$ cat src/rtl/billiard_pkg.sv
// billiard_pkg: shared types and constants for the cue-ball speed path.
package billiard_pkg;
    localparam int DEF_SPEED_W = 11;
    localparam int EDGE_LEFT   = 0;
    localparam int EDGE_RIGHT  = 1;
    localparam int EDGE_TOP    = 2;
    localparam int EDGE_BOTTOM = 3;
    typedef enum logic {IDLE, ROLLING} ball_state_t;
    typedef logic signed [DEF_SPEED_W-1:0] speed_t;
endpackage

$ cat src/rtl/speed_axis_update.sv
// speed_axis_update: one axis of the per-frame update (reflect toward edge, friction, saturate).
module speed_axis_update #(
    parameter int SPEED_W       = 11,
    parameter int MAX_SPEED     = 511,
    parameter int FRICTION_STEP = 2
) (
    input  logic signed [SPEED_W-1:0] i_speed,
    input  logic                      i_neg_hit,
    input  logic                      i_pos_hit,
    input  logic                      i_friction_en,
    output logic signed [SPEED_W-1:0] o_speed
);
    localparam logic signed [SPEED_W:0]   STEP  = (SPEED_W+1)'(FRICTION_STEP);
    localparam logic signed [SPEED_W:0]   MAXV  = (SPEED_W+1)'(MAX_SPEED);
    localparam logic signed [SPEED_W:0]   NMAXV = -MAXV;
    localparam logic signed [SPEED_W-1:0] OMAX  = SPEED_W'(MAX_SPEED);
    localparam logic signed [SPEED_W-1:0] OMIN  = -OMAX;
    logic signed [SPEED_W:0] w_ext, w_refl, w_fric;
    logic                    w_flip;
    // one extra bit so negating the most negative speed cannot overflow
    always_comb begin
        w_ext   = {i_speed[SPEED_W-1], i_speed};
        w_flip  = (i_neg_hit && !i_pos_hit && w_ext < 0) || (i_pos_hit && !i_neg_hit && w_ext > 0);
        w_refl  = w_flip ? -w_ext : w_ext;
        w_fric  = !i_friction_en ? w_refl :
                  w_refl > STEP  ? w_refl - STEP :
                  w_refl < -STEP ? w_refl + STEP : '0;
        o_speed = w_fric > MAXV ? OMAX : w_fric < NMAXV ? OMIN : w_fric[SPEED_W-1:0];
    end
endmodule

$ cat src/rtl/ball_speed_controller.sv
// ball_speed_controller: cue-ball X/Y speed with strike launch, border reflection,
// frame-rate friction and a saturating hit counter.
module ball_speed_controller
    import billiard_pkg::*;
#(
    parameter int SPEED_W         = DEF_SPEED_W,
    parameter int MAX_SPEED       = 511,
    parameter int FRICTION_PERIOD = 4,
    parameter int FRICTION_STEP   = 2,
    parameter int HIT_CNT_W       = 8
) (
    input  logic                      clk,
    input  logic                      resetN,
    input  logic                      startOfFrame,
    input  logic                      collision,
    input  logic [3:0]                hit_edge_code,
    input  logic                      SingleHitPulse,
    input  logic                      strike,
    input  logic signed [SPEED_W-1:0] strike_x,
    input  logic signed [SPEED_W-1:0] strike_y,
    output logic signed [SPEED_W-1:0] Xspeed,
    output logic signed [SPEED_W-1:0] Yspeed,
    output logic                      ball_moving,
    output logic [HIT_CNT_W-1:0]      hit_count
);
    localparam int                        FC_W    = FRICTION_PERIOD > 1 ? $clog2(FRICTION_PERIOD) : 1;
    localparam logic [FC_W-1:0]           FC_LAST = FC_W'(FRICTION_PERIOD - 1);
    localparam logic signed [SPEED_W-1:0] MAXV    = SPEED_W'(MAX_SPEED);
    ball_state_t                r_state;
    logic [3:0]                 r_edge;
    logic [FC_W-1:0]            r_fcnt;
    logic signed [SPEED_W-1:0]  r_x, r_y;
    logic                       r_moving;
    logic [HIT_CNT_W-1:0]       r_hits;
    logic                       w_fric;
    logic signed [SPEED_W-1:0]  w_x_next, w_y_next, w_sx, w_sy;
    assign w_fric = r_fcnt == FC_LAST;
    assign w_sx   = strike_x > MAXV ? MAXV : strike_x < -MAXV ? -MAXV : strike_x;
    assign w_sy   = strike_y > MAXV ? MAXV : strike_y < -MAXV ? -MAXV : strike_y;
    assign Xspeed      = r_x;
    assign Yspeed      = r_y;
    assign ball_moving = r_moving;
    assign hit_count   = r_hits;
    speed_axis_update #(.SPEED_W(SPEED_W), .MAX_SPEED(MAX_SPEED), .FRICTION_STEP(FRICTION_STEP)) u_x (
        .i_speed(r_x), .i_neg_hit(r_edge[EDGE_LEFT]), .i_pos_hit(r_edge[EDGE_RIGHT]),
        .i_friction_en(w_fric), .o_speed(w_x_next)
    );
    speed_axis_update #(.SPEED_W(SPEED_W), .MAX_SPEED(MAX_SPEED), .FRICTION_STEP(FRICTION_STEP)) u_y (
        .i_speed(r_y), .i_neg_hit(r_edge[EDGE_TOP]), .i_pos_hit(r_edge[EDGE_BOTTOM]),
        .i_friction_en(w_fric), .o_speed(w_y_next)
    );
    always_ff @(posedge clk or negedge resetN) begin
        if (!resetN) begin
            r_state  <= IDLE;
            r_edge   <= '0;
            r_fcnt   <= '0;
            r_x      <= '0;
            r_y      <= '0;
            r_moving <= 1'b0;
            r_hits   <= '0;
        end else begin
            // a frame pulse consumes the latch; same-cycle collisions seed the next frame
            r_edge <= startOfFrame ? (collision ? hit_edge_code : 4'd0)
                                   : (collision ? r_edge | hit_edge_code : r_edge);
            if (r_state == IDLE) begin
                if (strike) begin
                    r_x    <= w_sx;
                    r_y    <= w_sy;
                    r_hits <= '0;
                    r_fcnt <= '0;
                    if (w_sx != '0 || w_sy != '0) begin
                        r_state  <= ROLLING;
                        r_moving <= 1'b1;
                    end
                end
            end else begin
                if (SingleHitPulse && !(&r_hits))
                    r_hits <= r_hits + HIT_CNT_W'(1);
                if (startOfFrame) begin
                    r_x    <= w_x_next;
                    r_y    <= w_y_next;
                    r_fcnt <= w_fric ? '0 : r_fcnt + FC_W'(1);
                    if (w_x_next == '0 && w_y_next == '0) begin
                        r_state  <= IDLE;
                        r_moving <= 1'b0;
                    end
                end
            end
        end
    end
endmodule

$ cat config.mk
export PLATFORM = sky130hd
export DESIGN_NAME = ball_speed_controller
export DESIGN_NICKNAME = d
export VERILOG_FILES = /design/src/rtl/billiard_pkg.sv /design/src/rtl/speed_axis_update.sv /design/src/rtl/ball_speed_controller.sv
export SDC_FILE = /design/constraint.sdc
export NUM_CORES = 1
export LEC_CHECK = 0
export ABC_AREA = 0
export CORE_ASPECT_RATIO = 1.1
export CORE_MARGIN = 5
export CORE_UTILIZATION = 60
export CTS_BUF_LIST = sky130_fd_sc_hd__clkbuf_4 sky130_fd_sc_hd__clkbuf_8 sky130_fd_sc_hd__clkbuf_16
export CTS_CLUSTER_SIZE = 16
export DETAILED_ROUTE_END_ITERATION = 7
export PLACE_DENSITY = 0.88
export SLEW_MARGIN = 20
export SYNTH_ARGS = -nofsm -noshare
export SYNTH_HDL_FRONTEND = slang
export SYNTH_SLANG_ARGS = --single-unit
$ cat constraint.sdc
create_clock -name clk -period 15.9 [get_ports clk]
set_clock_uncertainty 0.2 [all_clocks]
set_input_delay 1.59 -clock clk [delete_from_list [all_inputs] [get_ports clk]]
set_output_delay 1.59 -clock clk [all_outputs]
set_load 0.03 [all_outputs]
[Yosys cells after proc, flatten, opt, wreduce, memory -nomap -nowiden]
Index checks and enable logic that the tools add are counted.
Cells by class
  add/sub/neg operators: 8
  magnitude comparators: 16
  equal/unequal tests: 4
  muxes and demuxes: 42
  bitwise operators: 1
  reductions and logical operators: 29
Operator list (count)
  2-to-1 mux 11 bit: 14
  2-to-1 mux 12 bit: 8
  adder 12 x 2 -> 12 bit, second input constant: 2
  greater-than comparator 12 x 10 -> 1 bit, second input constant: 2
  greater-than comparator 12 x 3 -> 1 bit, second input constant: 2
  < comparator 12 x 10 -> 1 bit, second input constant: 2
  < comparator 12 x 2 -> 1 bit, second input constant: 2
  2-to-1 mux 8 bit: 3
  negation 11 -> 12 bit: 2
  subtractor 12 x 2 -> 12 bit, second input constant: 2
  greater-than comparator 11 x 1 -> 1 bit, second input constant: 2
  greater-than comparator 11 x 10 -> 1 bit, second input constant: 2
  zero test 11 bit: 2
  < comparator 11 x 1 -> 1 bit, second input constant: 2
  < comparator 11 x 10 -> 1 bit, second input constant: 2
  nonzero test 11 bit: 2
  2-to-1 mux 4 bit: 3
  logical AND 1 bit: 10
  2-to-1 mux 1 bit: 10
  adder 8 x 1 -> 8 bit, second input constant: 1
  2-to-1 mux 2 bit: 4
  AND reduction 8 bit: 1
  nonzero test 2 bit: 3
  zero test 1 bit: 5
  8 further kinds: 12
Storage, ports and cells
  register bits after elaboration: 38
  output and inout bits: 31
  logic and storage cells: 107

[Longest topological paths before layout]
Gate-level depths: netlist of the first run.
  depth after elaboration: 17
  depth in mapped cells: 24

[By module]
Synthesis of the first run repeated with hierarchy kept, for this count alone.
Unflattened totals
  cells, all modules: 678
  area, all modules: 5026.1 um^2
By module, submodules not included
  ball_speed_controller: instances 1, cells each 229, area an instance 2065.7 um^2, seq. area each 950.9 um^2
  speed_axis_update (u_y): instances 1, cells each 234, area an instance 1554.0 um^2, seq. area each 0.0 um^2
  speed_axis_update (u_x): instances 1, cells each 215, area an instance 1406.3 um^2, seq. area each 0.0 um^2

[Least setup slack after synthesis of the first run]
OpenSTA, ideal clock, no wires.
  kind: register -> register
  start point: register r_y[1] (netlist: Yspeed[1])
  end point: register r_y[8] (netlist: Yspeed[8])
  data arrival time: 5073 ps
  path slack: 10508 ps
  cell stages (with the launch flop): 22
  path buffers: 2
  path through: dfrtp_1 > clkbuf_1 > inv_1 > ha_1 > or3b_2 > nor4_1 > o211ai_1 > ha_1 > and3_1 > a41oi_1 > nor2_1 > xor2_1 > nand2_1 > ha_1 > nor3_1 > a21oi_1 > a311oi_1 > o41ai_1 > and2_1 > clkbuf_1 > a211oi_1 > and2_1
Between the ends
  word-level cells in the longest chain between the ends: 13
  elaborated cells between the ends (all ways): 20
Ends and longest elaborated chain
  from (decl): RTL line ball_speed_controller.sv:32  | logic signed [SPEED_W-1:0] r_x, r_y;
  from (signal assigned): RTL line ball_speed_controller.sv:68  | r_y <= w_sy;
  from (signal assigned): RTL line ball_speed_controller.sv:81  | r_y <= w_y_next;
  < comparator 11 x 1 -> 1 bit or greater-than comparator 11 x 1 -> 1 bit (tied branches): RTL line speed_axis_update.sv:23  | w_flip = (i_neg_hit && !i_pos_hit && w_ext < 0) || (i_pos_hit && !i_neg_hit && w_ext > 0);
  logical AND 1 bit: RTL line speed_axis_update.sv:23
  logical OR 1 bit: RTL line speed_axis_update.sv:23
  2-to-1 mux 12 bit *: RTL line speed_axis_update.sv:24  | w_refl = w_flip ? -w_ext : w_ext;
  adder 12 x 2 -> 12 bit or < comparator 12 x 2 -> 1 bit (tied branches): RTL line speed_axis_update.sv:27  | w_refl < -STEP ? w_refl + STEP : '0;
  2-to-1 mux 12 bit: RTL line speed_axis_update.sv:27
  2-to-1 mux 12 bit: RTL line speed_axis_update.sv:26  | w_refl > STEP ? w_refl - STEP :
  2-to-1 mux 12 bit *: RTL line speed_axis_update.sv:25  | w_fric = !i_friction_en ? w_refl :
  < comparator 12 x 10 -> 1 bit: RTL line speed_axis_update.sv:28  | o_speed = w_fric > MAXV ? OMAX : w_fric < NMAXV ? OMIN : w_fric[SPEED_W-1:0];
  2-to-1 mux 11 bit: RTL line speed_axis_update.sv:28
  2-to-1 mux 11 bit *: RTL line speed_axis_update.sv:28
  2-to-1 mux 11 bit *: RTL line ball_speed_controller.sv:79  | if (startOfFrame) begin
  2-to-1 mux 11 bit *: RTL line ball_speed_controller.sv:65  | if (r_state == IDLE) begin
Every way passes the cells marked *; elsewhere a longest branch is shown, timed or not. The select of a mux whose other input is x is not followed.
A chain may end at the register's enable or synchronous reset.

[Final worst setup path of the first run]
  start point: register r_y[1] (netlist: Yspeed[1])
  end point: register r_y[3] (netlist: Yspeed[3])
The elaborated chain is that of the path after synthesis.

==> results of run 1 <==
## cells by family (layout without fill, tap and decap cells)
| family | count (synthesis) | after routing | synth area share |
|---|---|---|---|
| flops | 38 | 38 | 0.198 |
| xor+xnor | 27 | 27 | 0.0492 |
| buf+inv | 61 | 96 | 0.0484 |
| mux | 10 | 10 | 0.0216 |
| compound gates | 219 | 219 | 0.315 |
| simple gates | 301 | 301 | 0.332 |
| fa+ha+maj | 14 | 14 | 0.0365 |
## worst max path at each step
stage | end | slack (ns) | depth (start not counted)
after floorplan | Yspeed[8]$_DFFE_PN0P_ | 10.51 | 21
after global placement | Yspeed[3]$_DFFE_PN0P_ | 9.91 | 19
after detailed placement | Yspeed[3]$_DFFE_PN0P_ | 9.72 | 19
after CTS | Yspeed[3]$_DFFE_PN0P_ | 9.70 | 19
after global routing | Yspeed[3]$_DFFE_PN0P_ | 9.03 | 19
final | Yspeed[3]$_DFFE_PN0P_ | 9.47 | 19
## final cells by class
| class | count | area [um^2] |
|---|---|---|
| tap | 108 | 135 |
| inverter | 26 | 97.6 |
| sequential | 38 | 951 |
| timing repair buffer | 63 | 623 |
| clock inverter | 2 | 10.0 |
| clock buffer | 5 | 68.8 |
| multi-input combinational | 571 | 3620 |
| fill | 633 | 2360 |
## worst max-delay path: stages, from the launching register on
cell	delay [ns]
dfrtp_1	0.52
inv_1	0.11
ha_1	0.42
or3b_2	0.53
nor4_1	0.69
o211ai_1	0.39
ha_1	0.36
and3_1	0.19
a41oi_1	0.33
nor2_1	0.12
xor2_1	0.17
nand2_1	0.07
ha_1	0.37
nor3_1	0.09
a21oi_1	0.36
o32a_1	0.24
nand3b_1	0.08
nor4_1	0.55
o21bai_1	0.29
nor3b_1	0.21
## sequential cells by signal, indices dropped and copies added (netlist names)
signal       cells
hit_count        8
r_edge           4
Yspeed          11
r_fcnt           2
r_state          1
Xspeed          11
ball_moving      1
## cell usage after synthesis (13+ instances only)
cell type	count	area, um^2
nand2_1	62	233
nor2_1	62	233
o21ai_0	44	220
dfrtp_1	38	951
a21oi_1	36	180
clkbuf_1	31	116
nor3_1	27	135
nand3_1	26	130
inv_1	24	90.1
xnor2_1	19	166
a211oi_1	17	128
ha_1	14	175
nand4_1	14	87.6
nor4_1	14	87.6
o211ai_1	14	105
or3_1	14	87.6
nor2b_1	13	81.3
## stage by stage
step | setup WS, ns | cells | instance area, um^2 | utilization | power (mW)
2_1_floorplan | 10.51 | 670 | 4800 | - | 0.728
3_3_place_gp | 9.91 | 806 | 5430 | 0.690 | 0.954
3_5_place_dp | 9.72 | 806 | 5430 | 0.690 | 0.968
4_1_cts | 9.70 | 813 | 5510 | 0.700 | 1.03
5_1_grt | 9.03 | 813 | 5510 | 0.700 | 1.12
6_report | 9.47 | 813 | 5510 | 0.700 | 1.06
## routing by layer
metal  track usage  up-vias  routed length (um)
met2         0.591      414                8580
li1              -     2632                   -
met3        0.0557       99                1510
met4         0.201        0                1220
met5             0        -                   0
met1         0.431     2704                6520
## placed cells by master, fill, tap and decap left out, drive strengths merged, types with 8 or more instances in the layout
master	n
nand2	63
nand3	26
and2	11
nor3b	8
a31oi	11
xnor2	19
o22ai	11
nor2	63
or3	14
nor2b	13
inv	25
nand4	14
clkdlybuf4s50	61
ha	14
dfrtp	38
a21o	9
a211oi	18
and3	11
xor2	8
nor3	27
or4	8
nor4	16
o211ai	14
o21ai	49
a21oi	36
## power breakdown
| part | leakage, nW | internal, mW | switching, mW | total, mW |
|---|---|---|---|---|
| sequential | 0.449 | 0.131 | 0.0955 | 0.226 |
| combinational | 1.53 | 0.282 | 0.487 | 0.769 |
| clock | 0.0438 | 0.0294 | 0.0347 | 0.0641 |
| total | 2.03 | 0.442 | 0.617 | 1.06 |
==> impl_metrics.ini, run 1 <==
[clock_tree]
cts_max_level = 2
cts_tree = yes
cts_hold_buffers = 0
clockBufferDepth = 2
ctsResizeCount = 0
clk_transition_reported_paths_ns = 0.07
cts_root_buf = clkbuf_8
insertion_delay_ns = 0.30
cts_setup_buffers = 0
cts_sinks = 38
cts_buffers = 5

[detailed_routing]
via_per_inst = 7.19
drt_iter0_drc = 529
drc_errors = 0
dr.pass1.iters = 6
wl_per_cell_um = 21.9
routed_wl_um = 17800
vias = 5849
final_antenna_net_count = 0

[global_route]
track_usage = 0.357
grt_pass1_wl_um = 27900
grt_remaining_overflow = 0
grt_max_degree = 44
antenna_found_initial = 0
grt_pass1_vias = 5447

[timing]
rsz0062_at_grt = false
holdWs_ns = 0.352
setup-violations-final = 0
hold_viol = 0
finalCriticalPeriod_ns = 6.43
worst_slew_pin_slew_ns = 0.908
period_share = 0.404
tns_ns = 0
slew_violations = 0
fmax_mhz = 156
relSlewSlack = 0.389

[worst_setup_path]
cp_max_fo = 14
cp-end-kind = flip-flop
path_class = flip-flop to flip-flop
r2r_start = Yspeed[1]$_DFFE_PN0P_
worstPathArrival_ns = 6.41
r2r-end = Yspeed[3]$_DFFE_PN0P_
rrSetupSlack_ns = 9.47
reg2reg_depth = 19
critPathLaunchType = flip-flop
cp.required_ns = 15.88
cp-startpoint = Yspeed[1]$_DFFE_PN0P_

[cells_and_area]
drive_gt1_frac = 0.0468
antenna_cells = 0
syn_to_final_growth_pct = 14.6
nNetsFinal = 751

[yosys]
synthArstFlopShare = 1.00
avgSynthCellArea_um2 = 7.17
ys_seq_area_frac = 0.198
synth_area_um2 = 4800
synthesis.nets = 716
ys_warn_count = 0
ys_seq_elements = 38
synth-edff-count = 0
ys.flop_type = dfrtp_1
synth_cell_types = 79
syn_inst = 670

[run]
max-cap-violations = 0

[hold_path]
hp-class = flip-flop to flip-flop
hold_path_startpoint = r_fcnt[1]$_DFFE_PN0P_
min_to = r_fcnt[1]$_DFFE_PN0P_
whs_path_depth = 2

[floorplanning]
dieArea_um2 = 9900
die_width_um = 95.3
die_y_um = 104
rows = 34
start_util = 0.610
ios = 63
core_um2 = 7870

[place]
place_congestion = 1.04
port_buffers = 62
dp_hpwl_um = 13800

[power]
p_leak_nw = 2.03
p_per_area_nw_per_um2 = 192
ir_drop_mv = 0.105

[run_status]
status = complete, no violations
No activity file was read; power rests on OpenSTA's default activity.
==> run 2: changes to the inputs <==
--- a/config.mk
+++ b/config.mk
@@ -8,11 +8,11 @@
 export ABC_AREA = 0
 export CORE_ASPECT_RATIO = 1.1
 export CORE_MARGIN = 5
-export CORE_UTILIZATION = 60
+export CORE_UTILIZATION = 52
 export CTS_BUF_LIST = sky130_fd_sc_hd__clkbuf_4 sky130_fd_sc_hd__clkbuf_8 sky130_fd_sc_hd__clkbuf_16
 export CTS_CLUSTER_SIZE = 16
 export DETAILED_ROUTE_END_ITERATION = 7
-export PLACE_DENSITY = 0.88
+export PLACE_DENSITY = 0.81
 export SLEW_MARGIN = 20
 export SYNTH_ARGS = -nofsm -noshare
 export SYNTH_HDL_FRONTEND = slang
==> constraint.sdc (replaced) <==
create_clock -name clk -period 5.15 [get_ports clk]
set_clock_uncertainty 0.2 [all_clocks]
set_input_delay 0.515 -clock clk [delete_from_list [all_inputs] [get_ports clk]]
set_output_delay 0.515 -clock clk [all_outputs]
set_load 0.03 [all_outputs]
==> run 2 against run 1 <==
Effect of this change:
- register-to-register slack got worse by 9.4 ns
- maximum frequency increased by 27%
- die area increased by 14%
- critical path type unchanged
- largest power group unchanged
==> impl_metrics.ini, run 2 (synthesis results as in run 1) <==
[clock_tree]
cts_sinks = 38
clockBufferDepth = 2
cts_tree = yes
cts_root_buf = clkbuf_8
clk_transition_reported_paths_ns = 0.08
cts_hold_buffers = 0
cts_buffers = 5
cts_max_level = 2
insertion_delay_ns = 0.30

[global_route]
antenna_found_initial = 0
busiest_layer = met2
use_met2 = 0.568
grt_remaining_overflow = 0
grtUsageMet1 = 0.400
grt_pass1_vias = 5983
gr-usage-met3 = 0.0705
track_usage = 0.338
grt_max_degree = 43
grt_pass1_wl_um = 30800

[worst_setup_path]
cp-end-kind = flip-flop
critPathLaunchType = flip-flop
reg2reg_depth = 21
worstPathArrival_ns = 5.01
cp_max_fo = 4
cp.required_ns = 5.09
path_class = flip-flop to flip-flop

[power]
total_power_mw = 4.07
p_leak_nw = 2.50
p_per_area_nw_per_um2 = 642
ir_drop_mv = 0.400

[detailed_routing]
drt_iter0_drc = 773
drc_errors = 0
via_per_inst = 6.94
dr.pass1.iters = 5
final_antenna_net_count = 0
routed_wl_um = 20000
wl_per_cell_um = 22.1
vias = 6276

[timing]
setup-violations-final = 0
holdWs_ns = 0.125
setup_ws_ns = 0.0779
fmax_mhz = 197
tns_ns = 0
relSlewSlack = 0.312
period_share = 0.985
finalCriticalPeriod_ns = 5.07
hold_viol = 0
worst_slew_pin_slew_ns = 1.02
slew_violations = 0

[floorplanning]
dieArea_um2 = 11300
start_util = 0.536
core_um2 = 8960
die_y_um = 111
die_width_um = 102
rows = 36
ios = 63

[cells_and_area]
nFillCells = 739
syn_to_final_growth_pct = 32.0
layout_commonest_cell = buf_4
drive_gt1_frac = 0.173
nNetsFinal = 835
fin_area_um2 = 6340
final_cell_mix = buf_4, nand2_1, nor2_1, clkdlybuf4s50_1, o21ai_0
post-route-util = 0.707
stdcell_count = 904
antenna_cells = 0

[place]
dp_slack_ns = 0.0768
place_congestion = 1.03
dp_hpwl_um = 14900
port_buffers = 62
placed_cells = 889
placed_area_um2 = 6030

[run]
max-cap-violations = 0

[hold_path]
hp-class = input port to asynchronous set/reset pin

[run_status]
status = complete, no violations
-- run 2: changes by cell type in the layout (fill, tap and decap cells not counted), moves of 2 or more --
cell	delta
nor3b_1	-2
nor4_4	+3
a211oi_1	-3
bufinv_16	+2
buf_4	+84
a211oi_2	+3
nor4_1	-4
a21oi_1	-2
nor3b_2	+2
a21oi_2	+2
clkinv_2	-2
-- run 2: worst max-delay path, stage by stage, from the launching register on --
cell and delay, ns:
dfrtp_1 0.40, inv_1 0.09, ha_1 0.16, or3b_2 0.52
nor4_4 0.22, o211ai_1 0.19, ha_1 0.26, and3_1 0.18
a41oi_1 0.26, nor2_1 0.11, xor2_1 0.16, nand2_1 0.07
ha_1 0.33, nor3_2 0.08, a21o_1 0.25, a211oi_1 0.23
buf_4 0.17, nand3b_1 0.13, nor4_4 0.37, buf_4 0.19
and4bb_1 0.24, a31oi_1 0.10
-- run 2: cell type report --
type	count	area, um^2	area share
Multi-Input combinational cell	571	3750	0.592
Timing Repair Buffer	147	1250	0.198
Sequential cell	38	951	0.150
Tap cell	114	143	0.0225
Inverter	26	97.6	0.0154
Clock buffer	6	82.6	0.0130
Clock inverter	2	60.1	0.00947
-- run 2: final timing paths --
kind                                       start                        to  slack [ns]
min in group clk           r_fcnt[1]$_DFFE_PN0P_     r_fcnt[1]$_DFFE_PN0P_        0.34
min                                       resetN  hit_count[1]$_DFFE_PN0P_        0.13
min reg2reg                r_fcnt[1]$_DFFE_PN0P_     r_fcnt[1]$_DFFE_PN0P_        0.34
max in group asynchronous                 resetN     Xspeed[0]$_DFFE_PN0P_        4.08
max reg2reg                Yspeed[0]$_DFFE_PN0P_         r_state$_DFF_PN0_        0.08
max                        Yspeed[0]$_DFFE_PN0P_         r_state$_DFF_PN0_        0.08
-- run 2: repair_timing --
action,4_1_cts,5_1_grt
pin swaps,0,10
setup buffers,0,7
gates resized for setup,1,20
hold endpoints to repair,0,0
setup endpoints to repair,1,20
-- run 2: power by group --
part	internal [mW]	switching, mW	leakage, nW
registers	0.406	0.102	0.449
logic	1.27	1.97	1.98
clock network	0.207	0.116	0.0714
-- run 2: metal layers --
metal	wire length, um	vias up
met4	1210	0
met3	1610	108
met5	0	-
met1	7290	2974
li1	-	2799
met2	9900	395
==> run 3: changes to the inputs <==
--- a/config.mk
+++ b/config.mk
@@ -8,11 +8,11 @@
 export ABC_AREA = 0
 export CORE_ASPECT_RATIO = 1.1
 export CORE_MARGIN = 5
-export CORE_UTILIZATION = 52
+export CORE_UTILIZATION = 50
 export CTS_BUF_LIST = sky130_fd_sc_hd__clkbuf_4 sky130_fd_sc_hd__clkbuf_8 sky130_fd_sc_hd__clkbuf_16
 export CTS_CLUSTER_SIZE = 16
 export DETAILED_ROUTE_END_ITERATION = 7
-export PLACE_DENSITY = 0.81
+export PLACE_DENSITY = 0.78
 export SLEW_MARGIN = 20
 export SYNTH_ARGS = -nofsm -noshare
 export SYNTH_HDL_FRONTEND = slang
==> run 3 against run 2 <==
Effect of this change:
- final area down 1.8%
- combinational power down 5%
- wire length down 1.4%
- first-iteration DRC count down 26%
- sequential cell count unchanged
- core utilization down 4.5 points
- global-route usage about the same
- critical path depth down 1
- cell count unchanged
- non-clock buffer count down 3
- count of clock-buffer cells in the layout up 1
- sequential share of layout area up 0.28 points
==> impl_metrics.ini, run 3 (synthesis results as in run 1) <==
[run_status]
status = complete, no violations

[cells_and_area]
nNetsFinal = 832
syn_to_final_growth_pct = 29.6
antenna_cells = 0
nFillCells = 792
post-route-util = 0.662
drive_gt1_frac = 0.163
final_cell_mix = buf_4, nor2_1, nand2_1
stdcell_count = 904
layout_commonest_cell = buf_4

[floorplanning]
rows = 37
die_width_um = 103
die_y_um = 113
core_um2 = 9400
start_util = 0.511
ios = 63
dieArea_um2 = 11700

[clock_tree]
cts_max_level = 2
cts_buffers = 5
clockBufferDepth = 2
cts_sinks = 38
insertion_delay_ns = 0.30
cts_root_buf = clkbuf_8
cts_tree = yes
clk_transition_reported_paths_ns = 0.08

[timing]
setup-violations-final = 0
hold_viol = 0
tns_ns = 0
worst_slew_pin_slew_ns = 0.891
holdWs_ns = 0.124
slew_violations = 0
period_share = 0.952
finalCriticalPeriod_ns = 4.90
fmax_mhz = 204
relSlewSlack = 0.406

[worst_setup_path]
crit_slowest_cell = or3b_2
cp.required_ns = 5.14
cp_top_family = simple AND/OR/NAND/NOR gates
critPathBufInv = 2
worstPathArrival_ns = 4.89
crit_top_cell = ha_1
critPathLaunchType = flip-flop
max_stage_delay_ns = 0.51
cp-end-kind = flip-flop
path_class = flip-flop to flip-flop
cp_max_fo = 7
crit_chain = inv_1, ha_1, or3b_2, nor4_4, o211ai_1, ha_1, and3_1, a41oi_1, nor2_1, xor2_1, nand2_1, ha_1, nor3_1, a21oi_1, a311oi_1, buf_4, o41ai_1, and2_2, nand2_1, and3_1

[place]
port_buffers = 62
place_congestion = 1.00
placed_cells = 893
dp_hpwl_um = 15300

[detailed_routing]
dr.pass1.iters = 5
drt_iter0_drc = 572
vias = 6144
via_per_inst = 6.80
routed_wl_um = 19700
final_antenna_net_count = 0
wl_per_cell_um = 21.8
drc_errors = 0

[power]
ir_drop_mv = 0.373
total_power_mw = 3.87
p_per_area_nw_per_um2 = 621
p_leak_nw = 2.44

[global_route]
antenna_found_initial = 0
grt_max_degree = 39
grt_remaining_overflow = 0
grt_pass1_vias = 6142
grt_pass1_wl_um = 31400
track_usage = 0.338

[hold_path]
hp-class = input port to asynchronous set/reset pin

[run]
max-cap-violations = 0
==> run 3: timing repair <==
action / in CTS / in global routing
resized for setup: 0 / 11
endpoints found under the setup margin: 0 / 18
endpoints found under the hold margin: 0 / 0
setup buffers: 0 / 3
hold buffers: 0 / 0
==> run 3: layout make-up <==
class,count,area [um^2],share of cell area
multi-input cells,571,3690,0.592
flip-flops and latches,38,951,0.153
clock inverters,1,30.0,0.00482
well taps,117,146,0.0235
clock buffers,7,83.8,0.0135
inverters,26,97.6,0.0157
repair buffers,144,1230,0.198
==> run 3: path summary, 6_finish.rpt <==
path	startpoint	end	slack, ns	cells after the start
max	Yspeed[0]$_DFFE_PN0P_	Yspeed[5]$_DFFE_PN0P_	0.25	20
min	resetN	r_edge[2]$_DFFE_PN0P_	0.12	1
max reg2reg	Yspeed[0]$_DFFE_PN0P_	Yspeed[5]$_DFFE_PN0P_	0.25	20
min reg2reg	r_fcnt[1]$_DFFE_PN0P_	r_fcnt[1]$_DFFE_PN0P_	0.36	2
max in group asynchronous	resetN	hit_count[6]$_DFFE_PN0P_	4.05	1
min in group clk	r_fcnt[1]$_DFFE_PN0P_	r_fcnt[1]$_DFFE_PN0P_	0.36	2
==> run 3: where the power goes <==
group	total [mW]	internal [mW]	switching [mW]
clock network	0.265	0.156	0.110
logic	3.09	1.23	1.86
registers	0.509	0.406	0.103
==> run 3: through the flow <==
stage,worst slack (ns),instance area (um^2)
after floorplan,0.0199,4820
after global placement,0.00500,6040
after detailed placement,0.116,6040
after CTS,0.0735,6150
after global routing,-0.0599,6230
final,0.249,6230
==> run 3: per-layer routing <==
| metal | routed length [um] | track usage | part of all wire | up-vias |
|---|---|---|---|---|
| li1 | - | - | - | 2782 |
| met1 | 7000 | 0.382 | 0.35 | 2900 |
| met2 | 9760 | 0.574 | 0.49 | 372 |
| met3 | 1720 | 0.0771 | 0.087 | 90 |
| met4 | 1250 | 0.191 | 0.063 | 0 |
| met5 | 0 | 0 | 0 | - |
